**src/rtl/cla_pkg.sv**
```systemverilog
// cla_pkg: shared constants and helpers for the pipelined carry-lookahead adder.
//   CLA_GROUP  - default number of bits per lookahead group
//   cla_stages - number of pipeline stages (one group per stage)
//   cla_cfg_ok - true when WIDTH is a non-zero multiple of GROUP
package cla_pkg;

  localparam int CLA_GROUP = 4;

  function automatic int cla_stages(input int width, input int group);
    return width / group;
  endfunction

  function automatic bit cla_cfg_ok(input int width, input int group);
    return (group > 0) && (width >= group) && ((width % group) == 0);
  endfunction

endpackage

```
**src/rtl/cla_group.sv**
```systemverilog
// cla_group: G-bit combinational carry-lookahead adder.
//   a, b  - G-bit operands
//   cin   - carry into bit 0
//   sum   - G-bit sum
//   cout  - carry out of bit G-1
//   cmsb  - carry into bit G-1 (used for signed overflow of the top group)
module cla_group #(
  parameter int G = 4
) (
  input  logic [G-1:0] a,
  input  logic [G-1:0] b,
  input  logic         cin,
  output logic [G-1:0] sum,
  output logic         cout,
  output logic         cmsb
);

  logic [G-1:0] g;
  logic [G-1:0] p;
  logic [G:0]   c;
  logic         acc;
  logic         run;

  assign g = a & b;
  assign p = a ^ b;

  // Every carry is a flat sum of products: c[i+1] = g[i] | p[i]g[i-1] | ...
  // | p[i]..p[0]cin. The inner loop walks down from bit i accumulating the
  // propagate product, so no carry depends on another computed carry.
  always_comb begin
    c    = '0;
    acc  = 1'b0;
    run  = 1'b1;
    c[0] = cin;
    for (int i = 0; i < G; i++) begin
      acc = 1'b0;
      run = 1'b1;
      for (int j = i; j >= 0; j--) begin
        acc = acc | (run & g[j]);
        run = run & p[j];
      end
      c[i+1] = acc | (run & cin);
    end
  end

  assign sum  = p ^ c[G-1:0];
  assign cout = c[G];
  assign cmsb = c[G-1];

endmodule

```
**src/rtl/cla_pipe_adder.sv**
```systemverilog
// cla_pipe_adder: pipelined WIDTH-bit carry-lookahead adder/subtractor.
// One GROUP-bit lookahead group is resolved per stage; the group carry is
// registered between stages. Latency is STAGES = WIDTH/GROUP register stages.
//   clk, rst             - clock, synchronous active-high reset
//   in_valid/in_ready    - operation handshake (A, B, Cin, Sub)
//   out_valid/out_ready  - result handshake (Sum, Cout, Ovf)
//   Sub=0: A+B+Cin;  Sub=1: A-B (Cin ignored, Cout=1 means no borrow)
//   Ovf = carry into MSB xor carry out of MSB
//
// Handshake: a transfer happens on a rising edge where valid && ready. The
// whole pipe advances together when enable = !out_valid || out_ready, and
// in_ready equals that enable, so it never depends on in_valid. When the pipe
// holds, every stage register (data and valid) keeps its value.
module cla_pipe_adder
  import cla_pkg::*;
#(
  parameter int WIDTH = 16,
  parameter int GROUP = CLA_GROUP
) (
  input  logic             clk,
  input  logic             rst,
  input  logic             in_valid,
  output logic             in_ready,
  input  logic [WIDTH-1:0] A,
  input  logic [WIDTH-1:0] B,
  input  logic             Cin,
  input  logic             Sub,
  output logic             out_valid,
  input  logic             out_ready,
  output logic [WIDTH-1:0] Sum,
  output logic             Cout,
  output logic             Ovf
);

  localparam int STAGES = cla_stages(WIDTH, GROUP);

  if (!cla_cfg_ok(WIDTH, GROUP)) begin : g_bad_cfg
    $error("cla_pipe_adder: WIDTH must be a non-zero multiple of GROUP");
  end

  // Stage registers. a_q/b_q carry the (already inverted for Sub) operands so
  // later stages can pick their slices; s_q accumulates finished sum bits.
  logic [STAGES-1:0]            v_q;
  logic [STAGES-1:0][WIDTH-1:0] a_q;
  logic [STAGES-1:0][WIDTH-1:0] b_q;
  logic [STAGES-1:0][WIDTH-1:0] s_q;
  logic [STAGES-1:0]            c_q;
  logic                         ovf_q;

  // Per-stage inputs and next values.
  logic [STAGES-1:0]            v_in;
  logic [STAGES-1:0][WIDTH-1:0] a_in;
  logic [STAGES-1:0][WIDTH-1:0] b_in;
  logic [STAGES-1:0][WIDTH-1:0] s_in;
  logic [STAGES-1:0]            c_in;
  logic [STAGES-1:0][WIDTH-1:0] s_nxt;
  logic [STAGES-1:0]            c_nxt;
  logic [STAGES-1:0]            cm_nxt;
  logic                         ovf_nxt;
  logic                         en;

  assign en       = !v_q[STAGES-1] || out_ready;
  assign in_ready = en;

  for (genvar k = 0; k < STAGES; k++) begin : g_stage
    logic [GROUP-1:0] grp_sum;

    if (k == 0) begin : g_first
      assign v_in[0] = in_valid;
      assign a_in[0] = A;
      assign b_in[0] = B ^ {WIDTH{Sub}};
      assign s_in[0] = '0;
      assign c_in[0] = Sub | Cin;
    end else begin : g_next
      assign v_in[k] = v_q[k-1];
      assign a_in[k] = a_q[k-1];
      assign b_in[k] = b_q[k-1];
      assign s_in[k] = s_q[k-1];
      assign c_in[k] = c_q[k-1];
    end

    cla_group #(.G(GROUP)) u_group (
      .a    (a_in[k][k*GROUP +: GROUP]),
      .b    (b_in[k][k*GROUP +: GROUP]),
      .cin  (c_in[k]),
      .sum  (grp_sum),
      .cout (c_nxt[k]),
      .cmsb (cm_nxt[k])
    );

    // Bits at and above this group's slice are still zero in s_in, so the
    // new slice can simply be OR-ed into place.
    assign s_nxt[k] = s_in[k] | (WIDTH'(grp_sum) << (k * GROUP));
  end

  assign ovf_nxt = cm_nxt[STAGES-1] ^ c_nxt[STAGES-1];

  // Data registers load only with a valid operation so the outputs keep the
  // last result (or the reset zeros) while bubbles pass through.
  always_ff @(posedge clk) begin
    if (rst) begin
      v_q   <= '0;
      a_q   <= '0;
      b_q   <= '0;
      s_q   <= '0;
      c_q   <= '0;
      ovf_q <= 1'b0;
    end else if (en) begin
      v_q <= v_in;
      for (int k = 0; k < STAGES; k++) begin
        if (v_in[k]) begin
          a_q[k] <= a_in[k];
          b_q[k] <= b_in[k];
          s_q[k] <= s_nxt[k];
          c_q[k] <= c_nxt[k];
        end
      end
      if (v_in[STAGES-1]) ovf_q <= ovf_nxt;
    end
  end

  // Operands are fully consumed by the last stage and intermediate MSB
  // carries only matter for the top group.
  logic unused_tail;
  assign unused_tail = ^{a_q[STAGES-1], b_q[STAGES-1], cm_nxt};

  assign out_valid = v_q[STAGES-1];
  assign Sum       = s_q[STAGES-1];
  assign Cout      = c_q[STAGES-1];
  assign Ovf       = ovf_q;

endmodule

```
**config.mk**
```make
export PLATFORM = sky130hd
export DESIGN_NAME = cla_pipe_adder
export DESIGN_NICKNAME = d
export VERILOG_FILES = /design/src/rtl/cla_pkg.sv /design/src/rtl/cla_group.sv /design/src/rtl/cla_pipe_adder.sv
export SDC_FILE = /design/constraint.sdc
export NUM_CORES = 1
export LEC_CHECK = 0
export CAP_MARGIN = 10
export CORE_MARGIN = 2
export CORE_UTILIZATION = 55
export CTS_BUF_LIST = sky130_fd_sc_hd__clkbuf_4
export DETAILED_ROUTE_END_ITERATION = 8
export PLACE_DENSITY = 0.81
export SYNTH_ARGS = -nofsm -noshare
export SYNTH_HDL_FRONTEND = slang
export SYNTH_SLANG_ARGS = --single-unit
export TNS_END_PERCENT = 10
```
**constraint.sdc**
```tcl
create_clock -name clk -period 2.9 [get_ports clk]
set_clock_uncertainty 0.15 [all_clocks]
set_input_delay 0.58 -clock clk [delete_from_list [all_inputs] [get_ports clk]]
set_output_delay 0.58 -clock clk [all_outputs]
set_load 0.01 [all_outputs]
```
==> results of run 1 <==
-- flip-flops by register name (all words and copies together) (netlist names) --
register  flops
c_q           4
b_in         24
Sum          16
Ovf           1
v_q           4
s_in         24
a_in         24
-- layout by cell type, fill, tap and decap left out, types with 4 or more instances in the layout --
master           netlist  routed
a211oi_1              13      13
a211oi_2              16      16
a21oi_1               67      67
buf_4                  3      10
clkbuf_4               0       9
clkdlybuf4s50_1        0      56
dfxtp_1               97      97
fa_1                   4       4
ha_1                  18      18
inv_1                  7       7
nand2_1              132     132
nor2_1                29      29
nor3_1                 7       7
xnor2_1               17      17
xor2_1                 4       4
-- layer usage --
metal,global-route usage,routed length (um),vias up
li1,-,-,1715
met1,0.260,3770,1525
met2,0.338,3920,64
met3,0.0378,285,14
met4,0.0634,161,0
met5,0,0,-
-- cell usage after synthesis, types with 3 or more instances --
cell type	number	area, um^2
xnor2_1	17	149
nand2_2	3	18.8
a211oi_2	16	200
inv_1	7	26.3
o21bai_1	3	22.5
a21o_1	3	22.5
o41ai_1	3	26.3
a211oi_1	13	97.6
nor3_1	7	35.0
clkbuf_1	9	33.8
dfxtp_1	97	1940
a21oi_1	67	335
buf_2	12	60.1
and2_1	3	18.8
buf_6	7	78.8
nor3b_1	3	22.5
nor2_1	29	109
a211o_1	3	26.3
o21ai_0	3	15.0
nor4b_1	3	26.3
fa_1	4	80.1
xor2_1	4	35.0
nand3b_1	3	22.5
nand2_1	132	495
ha_1	18	225
buf_4	3	22.5
-- area by class of cell --
cell class / count / area (um^2)
fill: 659 / 2660
multi-input combinational: 347 / 2070
sequential: 97 / 1940
timing repair buffer: 66 / 636
tap: 102 / 128
clock inverter: 7 / 72.6
clock buffer: 9 / 67.6
inverter: 8 / 32.5
-- cells by family (layout without fill, tap and decap cells) --
family,after synthesis,in the layout,share of synthesized area
mux,1,1,0.00236
compound gates,116,116,0.185
simple gates,187,187,0.185
fa+ha+maj,22,22,0.0719
buf+inv,40,90,0.0545
flops,97,97,0.458
xor+xnor,21,21,0.0433
-- stage by stage --
step	util	worst slack [ns]
floorplan	-	0.620
global placement	0.632	0.335
detailed placement	0.632	0.240
CTS	0.650	0.374
global route	0.650	0.334
finish	0.650	0.380
-- report_power, final --
part | internal, uW | total [uW] | leakage, uW | switching, uW
Clock | 201 | 696 | 0.0000733 | 495
Combinational | 147 | 313 | 0.000932 | 166
Sequential | 1390 | 1420 | 0.000791 | 31.6
-- critical path, stage by stage --
cell             delay [ns]
clkdlybuf4s50_1        0.50
nor2b_4                0.07
inv_4                  0.10
clkdlybuf4s50_1        0.54
-- worst paths after layout --
check | start | endpoint | slack [ns] | cells past startpoint
worst max register to register | b_in[60]$_SDFFE_PP0P_ | c_q[3]$_SDFFE_PP0P_ | 1.01 | 5
worst min register to register | b_in[28]$_SDFFE_PP0P_ | b_in[44]$_SDFFE_PP0P_ | 0.30 | 2
worst max-delay path | out_ready | in_ready | 0.38 | 4
worst min-delay path | b_in[28]$_SDFFE_PP0P_ | b_in[44]$_SDFFE_PP0P_ | 0.30 | 2
==> reports/results.ini, run 1 <==
[critical_path]
worstSetupPathType = in -> out
start_kind = input pin
end_kind = primary output
critPathMaxFanout = 9
arrival_ns = 1.79
cp.required_ns = 2.17

[logic_synthesis]
syn-instance-count = 484
synth_cell_types = 38
seq_area_frac_synth = 0.458
avgSynthCellArea_um2 = 8.77
synth_edf_count = 0
syn_nets = 544
async_reset_ff_frac = 0
ys_ff_latch = 97
synth_area_mm2 = 0.00424
synth_warnings = 0
synth_flop_cell = dfxtp_1

[cts]
cts_root_buffer = clkbuf_4
ctsHoldBuffers = 0
post_cts_resized = 0
clkSinkCount = 97
path_clk_slew_ns = 0.17
cts_buffers = 9
clock_path_buffers = 2
cts_tree = yes
post_cts_buffers = 0
htreeDepth = 3
clkLatencyLatePin_ns = 0.46

[placed_design]
dpl.hpwl_mm = 5.85
placed_cells = 620
place.gp.congestion = 0.775
port-buffer-count = 57
placed_cell_area_mm2 = 0.00481

[sta]
hold_slack_ns = 0.303
worst_pin_slew_ns = 0.912
tns_ns = 0
period_minus_slack_ns = 2.52
final-setup-viol-count = 0
hold_violations = 0
rsz0062_at_grt = no
fmax_mhz = 397
min_period_over_period = 0.869
maxSlewHeadroom = 0.392
finalMaxSlewViolations = 0

[finish]
nets = 589
drive_gt1_frac = 0.0918
final_cell_count_no_fill = 636
post-route-cell-area_mm2 = 0.00495
n_antenna_cell = 0
syn_to_final_growth_pct = 16.6

[floorplanning]
die_height_um = 91.8
ios = 58
die_w_um = 91.8
start_util = 0.558
core_mm2 = 0.00761
rows = 32
die_area_mm2 = 0.00844

[run_status]
run_status = complete, no violations

[grt]
grt-ovfl-total = 0
grt_pass1_vias = 3087
gr-usage-all-layers = 0.200
grt_max_degree = 92
grt_pass1_wl_mm = 13.7
antenna_found_initial = 0

[run]
maxCapViolations = 0

[power]
p_leak_uw = 0.00180
total_power_uw = 2430
peakVddDrop_mv = 0.330
power.density_mw_per_mm2 = 490

[drt]
dr.pass1.iters = 4
wl_mm = 8.13
drt_iter0_drc = 190
ant_nets = 0
drc = 0
vias = 3318
wl_per_cell_um = 12.8
viasPerCell = 5.22

[worst_hold_path]
hold_path_class = reg -> reg

(Power assumes the default switching activity.)
==> run 2: changes to the inputs <==
Settings changed: CORE_ASPECT_RATIO set to 1.25.
==> run 2 against run 1 <==
  * Design area is 0.35% higher
  * Global-route usage is 1.7 points higher
  * Largest cell class unchanged
  * Critical path type unchanged
  * Largest power group unchanged
  * Critical path depth stayed put
  * Clock-buffer cell count stayed put
==> reports/results.ini, run 2 (synthesis results as in run 1) <==
[placed_design]
dpl.hpwl_mm = 5.99  ; +2.4%
place.gp.congestion = 0.789  ; +1.8%
port-buffer-count = 57  ; unchanged

[sta]
period_minus_slack_ns = 2.54  ; +0.0214 ns
hold_violations = 0  ; unchanged
min_period_over_period = 0.876  ; +0.00737
maxSlewHeadroom = 0.447  ; +0.0550
finalMaxSlewViolations = 0  ; unchanged
rsz0062_at_grt = no
final-setup-viol-count = 0  ; unchanged
fmax_mhz = 394  ; -0.84%
tns_ns = 0  ; unchanged
worst_pin_slew_ns = 0.829  ; -0.0825 ns

[power]
p_seq_frac = 0.563  ; -0.021
internal_power_uw = 1880  ; +8.6%
switching_share = 0.251  ; -0.0340
peakVddDrop_mv = 0.319  ; -3.2%
power_switching_uw = 632  ; -8.7%
p_leak_uw = 0.00181  ; +0.97%
total_power_uw = 2520  ; +3.7%
power.density_mw_per_mm2 = 507  ; +3.3%
p_clk_frac = 0.312  ; +0.025
combinationalPowerShare = 0.125  ; -0.004

[finish]
nets = 590  ; +0.17%
final_cell_mix = 132 x nand2_1, 97 x dfxtp_1, 67 x a21oi_1, 56 x clkdlybuf4s50_1, 29 x nor2_1
syn_to_final_growth_pct = 17.0
n_antenna_cell = 0  ; unchanged
final_common_cell = nand2_1
utilization = 0.667  ; +0.0166
drive_gt1_frac = 0.0935  ; +0.00170

[critical_path]
cp.required_ns = 2.17  ; about the same
cp.depth = 4  ; unchanged
r2r.worst_path.cells = 5  ; unchanged
critPathMaxStageDelay_ns = 0.55  ; about the same
reg2reg_from = b_in[60]$_SDFFE_PP0P_
critPathMaxFanout = 9  ; unchanged
start_kind = input pin
path_common_cell = clkdlybuf4s50_1
worstSetupPathType = in -> out
end_kind = primary output
crit_chain = clkdlybuf4s50_1, nor2b_4, inv_4, clkdlybuf4s50_1
startpoint = out_ready
critPathSlowestCell = clkdlybuf4s50_1
arrival_ns = 1.81  ; +0.02 ns
critPathBufInv = 3  ; unchanged
cpLargestDelayFamily = buffers and inverters

[grt]
antenna_found_initial = 0  ; unchanged
gr-usage-all-layers = 0.217  ; +0.0172
grt_max_degree = 84  ; -8.7%
grt-ovfl-total = 0  ; unchanged
grt_pass1_vias = 3382  ; +9.6%
grt_pass1_wl_mm = 14.5  ; +5.7%

[drt]
wirelength_met1_mm = 3.59  ; -4.6%
drt_iter0_drc = 149  ; -22%
ant_nets = 0  ; unchanged
viasPerCell = 5.28  ; +1.3%
wl_mm = 8.14  ; +0.16%
wl_met3_um = 244  ; -14%
vias = 3313  ; -0.15%
dr.pass1.iters = 4  ; unchanged
wl_met2_mm = 4.15  ; +6.0%
wl_per_cell_um = 13.0  ; +1.6%
top_layer_used = met4
drc = 0  ; unchanged

[floorplanning]
ios = 58  ; unchanged
core_mm2 = 0.00744  ; -2.1%
start_util = 0.570  ; +0.0122
rows = 35  ; +9.4%
die_w_um = 82.6  ; -10%
die_area_mm2 = 0.00844  ; about the same
die_height_um = 102  ; +11%

[cts]
clock_path_buffers = 2  ; unchanged
htreeDepth = 3  ; unchanged
ctsHoldBuffers = 0  ; unchanged
cts_tree = yes
path_clk_slew_ns = 0.13  ; -0.04 ns
cts_buffers = 9  ; unchanged
post_cts_buffers = 0  ; unchanged
clkSinkCount = 97  ; unchanged
cts_root_buffer = clkbuf_4
clkLatencyLatePin_ns = 0.42  ; -0.04 ns
post_cts_resized = 0  ; unchanged

[worst_hold_path]
worstHoldPathCells = 2  ; unchanged
hold_path_class = reg -> reg
min-delay-start = a_in[27]$_SDFFE_PP0P_

[run]
maxCapViolations = 0  ; unchanged

[run_status]
run_status = complete, no violations

==> run 2: cell types whose count changed in the layout (fill, tap and decap cells not counted) <==
cell       before  now
clkinv_2        0    2
bufinv_16       0    2
inv_6           1    0
inv_8           2    0
clkinv_8        1    0
buf_4          10   11
==> run 2: path summary, 6_finish.rpt <==
| kind | slack [ns] | end |
|---|---|---|
| worst max-delay path | 0.36 | in_ready |
| worst min-delay path | 0.31 | a_in[43]$_SDFFE_PP0P_ |
| worst max register to register | 1.04 | Sum[15]$_SDFFE_PP0P_ |
| worst min register to register | 0.31 | a_in[43]$_SDFFE_PP0P_ |
==> run 2: stage by stage <==
stage	area, um^2	instances	hold WS [ns]	setup slack (ns)
finish	4970	627	0.311	0.359
global route	4970	627	0.331	0.326
CTS	4970	627	0.307	0.354
detailed placement	4800	611	0.293	0.210
global placement	4800	611	0.290	0.328
floorplan	4240	484	0.277	0.620
==> run 2: area by class of cell <==
| class | instances | area, um^2 |
|---|---|---|
| Inverter | 8 | 32.5 |
| Sequential cell | 97 | 1940 |
| Tap cell | 92 | 115 |
| Multi-Input combinational cell | 347 | 2070 |
| Fill cell | 643 | 2480 |
| Clock buffer | 9 | 67.6 |
| Timing Repair Buffer | 67 | 643 |
| Clock inverter | 7 | 95.1 |
==> run 2: metal layers <==
| layer | GRT usage | vias to the layer above |
|---|---|---|
| met3 | 0.0389 | 15 |
| met5 | 0 | - |
| met2 | 0.385 | 64 |
| li1 | - | 1718 |
| met4 | 0.0832 | 0 |
| met1 | 0.259 | 1516 |
==> run 2: power by group through the flow <==
| stage | registers [uW] | logic [uW] | clock network [uW] |
|---|---|---|---|
| detailed placement | 1450 | 315 | 0 |
| global route | 1420 | 354 | 861 |
| CTS | 1420 | 317 | 802 |
| finish | 1420 | 314 | 784 |
| floorplan | 1440 | 223 | 0 |
| global placement | 1440 | 302 | 0 |
==> run 2: worst min-delay path: cells and delay by family, from the launching register on <==
family	cells	cell delay, ns
AOI/OAI and AO/OA	1	0.05
and+or+nand+nor	1	0.05
DFF	1	0.33
==> run 3: changes to the inputs <==
Settings changed: CELL_PAD_IN_SITES_DETAIL_PLACEMENT set to 1, CELL_PAD_IN_SITES_GLOBAL_PLACEMENT set to 2, CORE_UTILIZATION 55 to 34, PLACE_DENSITY 0.81 to 0.82.
==> run 3 against run 2 <==
  * Flip-flop and latch count did not move
  * Power rose by 1.1%
  * Clock-buffer cell count did not move
  * First-iteration DRC count fell by 64%
  * Highest routed layer unchanged
  * Fmax rose by 0.48%
  * Critical endpoint unchanged
  * Design area rose by 1.5%
==> reports/results.ini, run 3 (synthesis results as in run 1) <==
[critical_path]
reg2reg_from = b_in[60]$_SDFFE_PP0P_
worstSetupPathType = in -> out
r2r.worst_path.cells = 5  ; unchanged
crit_end = in_ready
reg2reg_setup_slack_ns = 0.98  ; -0.06 ns
start_kind = input pin
arrival_ns = 1.80  ; about the same
cp.required_ns = 2.17  ; about the same
startpoint = out_ready
r2r_end = c_q[3]$_SDFFE_PP0P_
critPathMaxFanout = 9  ; unchanged
end_kind = primary output

[cts]
htreeDepth = 3  ; unchanged
post_cts_buffers = 0  ; unchanged
cts_buffers = 9  ; unchanged
ctsHoldBuffers = 0  ; unchanged
cts_root_buffer = clkbuf_4
clock_path_buffers = 2  ; unchanged
clkLatencyLatePin_ns = 0.45  ; +0.03 ns
post_cts_resized = 0  ; unchanged
clkSinkCount = 97  ; unchanged
path_clk_slew_ns = 0.16  ; +0.03 ns
cts_tree = yes

[placed_design]
placed_cells = 681  ; +11%
dpl.hpwl_mm = 6.79  ; +13%
place.gp.congestion = 0.771  ; -2.3%
port-buffer-count = 57  ; unchanged
placed_cell_area_mm2 = 0.00488  ; +1.6%

[grt]
gr-usage-all-layers = 0.144  ; -0.0737
antenna_found_initial = 1  ; +1
grt_pass1_vias = 3348  ; -1.0%
grt_pass1_wl_mm = 15.6  ; +7.6%
grt_max_degree = 90  ; +7.1%
grt-ovfl-total = 0  ; unchanged

[finish]
fillers = 1454  ; +130%
utilization = 0.415  ; -0.252
final_cell_count_no_fill = 698  ; +11%
drive_gt1_frac = 0.0882  ; -0.00528
nets = 588  ; -0.34%
syn_to_final_growth_pct = 18.8
post-route-cell-area_mm2 = 0.00504  ; +1.5%
final_common_cell = nand2_1
final_cell_mix = 132 x nand2_1, 97 x dfxtp_1, 67 x a21oi_1, 56 x clkdlybuf4s50_1, 29 x nor2_1

[floorplanning]
die_area_mm2 = 0.0134  ; +59%
start_util = 0.349  ; -0.221
rows = 45  ; +29%
core_mm2 = 0.0122  ; +63%
die_w_um = 104  ; +26%
ios = 58  ; unchanged
die_height_um = 129  ; +26%

[worst_hold_path]
min-delay-start = b_in[30]$_SDFFE_PP0P_
hold_path_class = reg -> reg

[run]
maxCapViolations = 0  ; unchanged

[power]
power.density_mw_per_mm2 = 504  ; -0.44%
p_leak_uw = 0.00180  ; -0.62%
peakVddDrop_mv = 0.177  ; -45%

[sta]
tns_ns = 0  ; unchanged
rsz0062_at_grt = no
maxSlewHeadroom = 0.398  ; -0.0495
worst_pin_slew_ns = 0.904  ; +0.0743 ns
fmax_mhz = 395  ; +0.48%
min_period_over_period = 0.872  ; -0.00416
hold_slack_ns = 0.307  ; -0.00404 ns
final-setup-viol-count = 0  ; unchanged
finalMaxSlewViolations = 0  ; unchanged
hold_violations = 0  ; unchanged
period_minus_slack_ns = 2.53  ; -0.0121 ns

[drt]
drt_iter0_drc = 53  ; -64%
dr.pass1.iters = 4  ; unchanged
ant_nets = 0  ; unchanged
wl_mm = 9.27  ; +14%
viasPerCell = 4.81  ; -9.0%
drc = 0  ; unchanged
vias = 3357  ; +1.3%
wl_per_cell_um = 13.3  ; +2.2%

[run_status]
run_status = complete, no violations

==> run 3: through the flow <==
step	setup WS, ns	total power, uW
after floorplan	0.620	1660
after global placement	0.300	1750
after detailed placement	0.190	1770
after CTS	0.361	2580
after global routing	0.331	2670
final	0.371	2540
==> run 3: worst min-delay path by stage <==
stage,to,slack [ns],cells after the start
3_5_place_dp,Sum[13]$_SDFFE_PP0P_,0.30,2
4_1_cts,a_in[47]$_SDFFE_PP0P_,0.31,2
5_1_grt,s_in[49]$_SDFFE_PP0P_,0.32,2
6_report,b_in[46]$_SDFFE_PP0P_,0.31,2
3_3_place_gp,Sum[13]$_SDFFE_PP0P_,0.29,2
2_1_floorplan,s_in[55]$_SDFFE_PP0P_,0.28,2
==> run 3: critical path: stages <==
cell and delay, ns:
clkdlybuf4s50_1 0.50, nor2b_4 0.07, inv_4 0.10, clkdlybuf4s50_1 0.54
==> run 3: metal layers <==
layer | track usage | part of all wire | vias up
met2 | 0.255 | 0.49 | 54
met3 | 0.0182 | 0.026 | 16
met1 | 0.173 | 0.46 | 1572
met4 | 0.0700 | 0.022 | 0
met5 | 0 | 0 | -
li1 | - | - | 1715
==> run 3: area by class of cell <==
class                           instances  area [um^2]  area share
Multi-Input combinational cell        347         2070       0.411
Timing Repair Buffer                   65          628       0.125
Tap cell                              164          205      0.0407
Antenna cell                            1         2.50    0.000496
Clock buffer                            9         67.6      0.0134
Clock inverter                          7         93.8      0.0186
Inverter                                8         32.5     0.00645
Sequential cell                        97         1940       0.385
==> run 3: power breakdown <==
part	leakage, uW	switching [uW]	internal (uW)
Clock	0.0000840	459	350
Sequential	0.000791	33.0	1390
Combinational	0.000927	169	146
Total	0.00180	661	1880
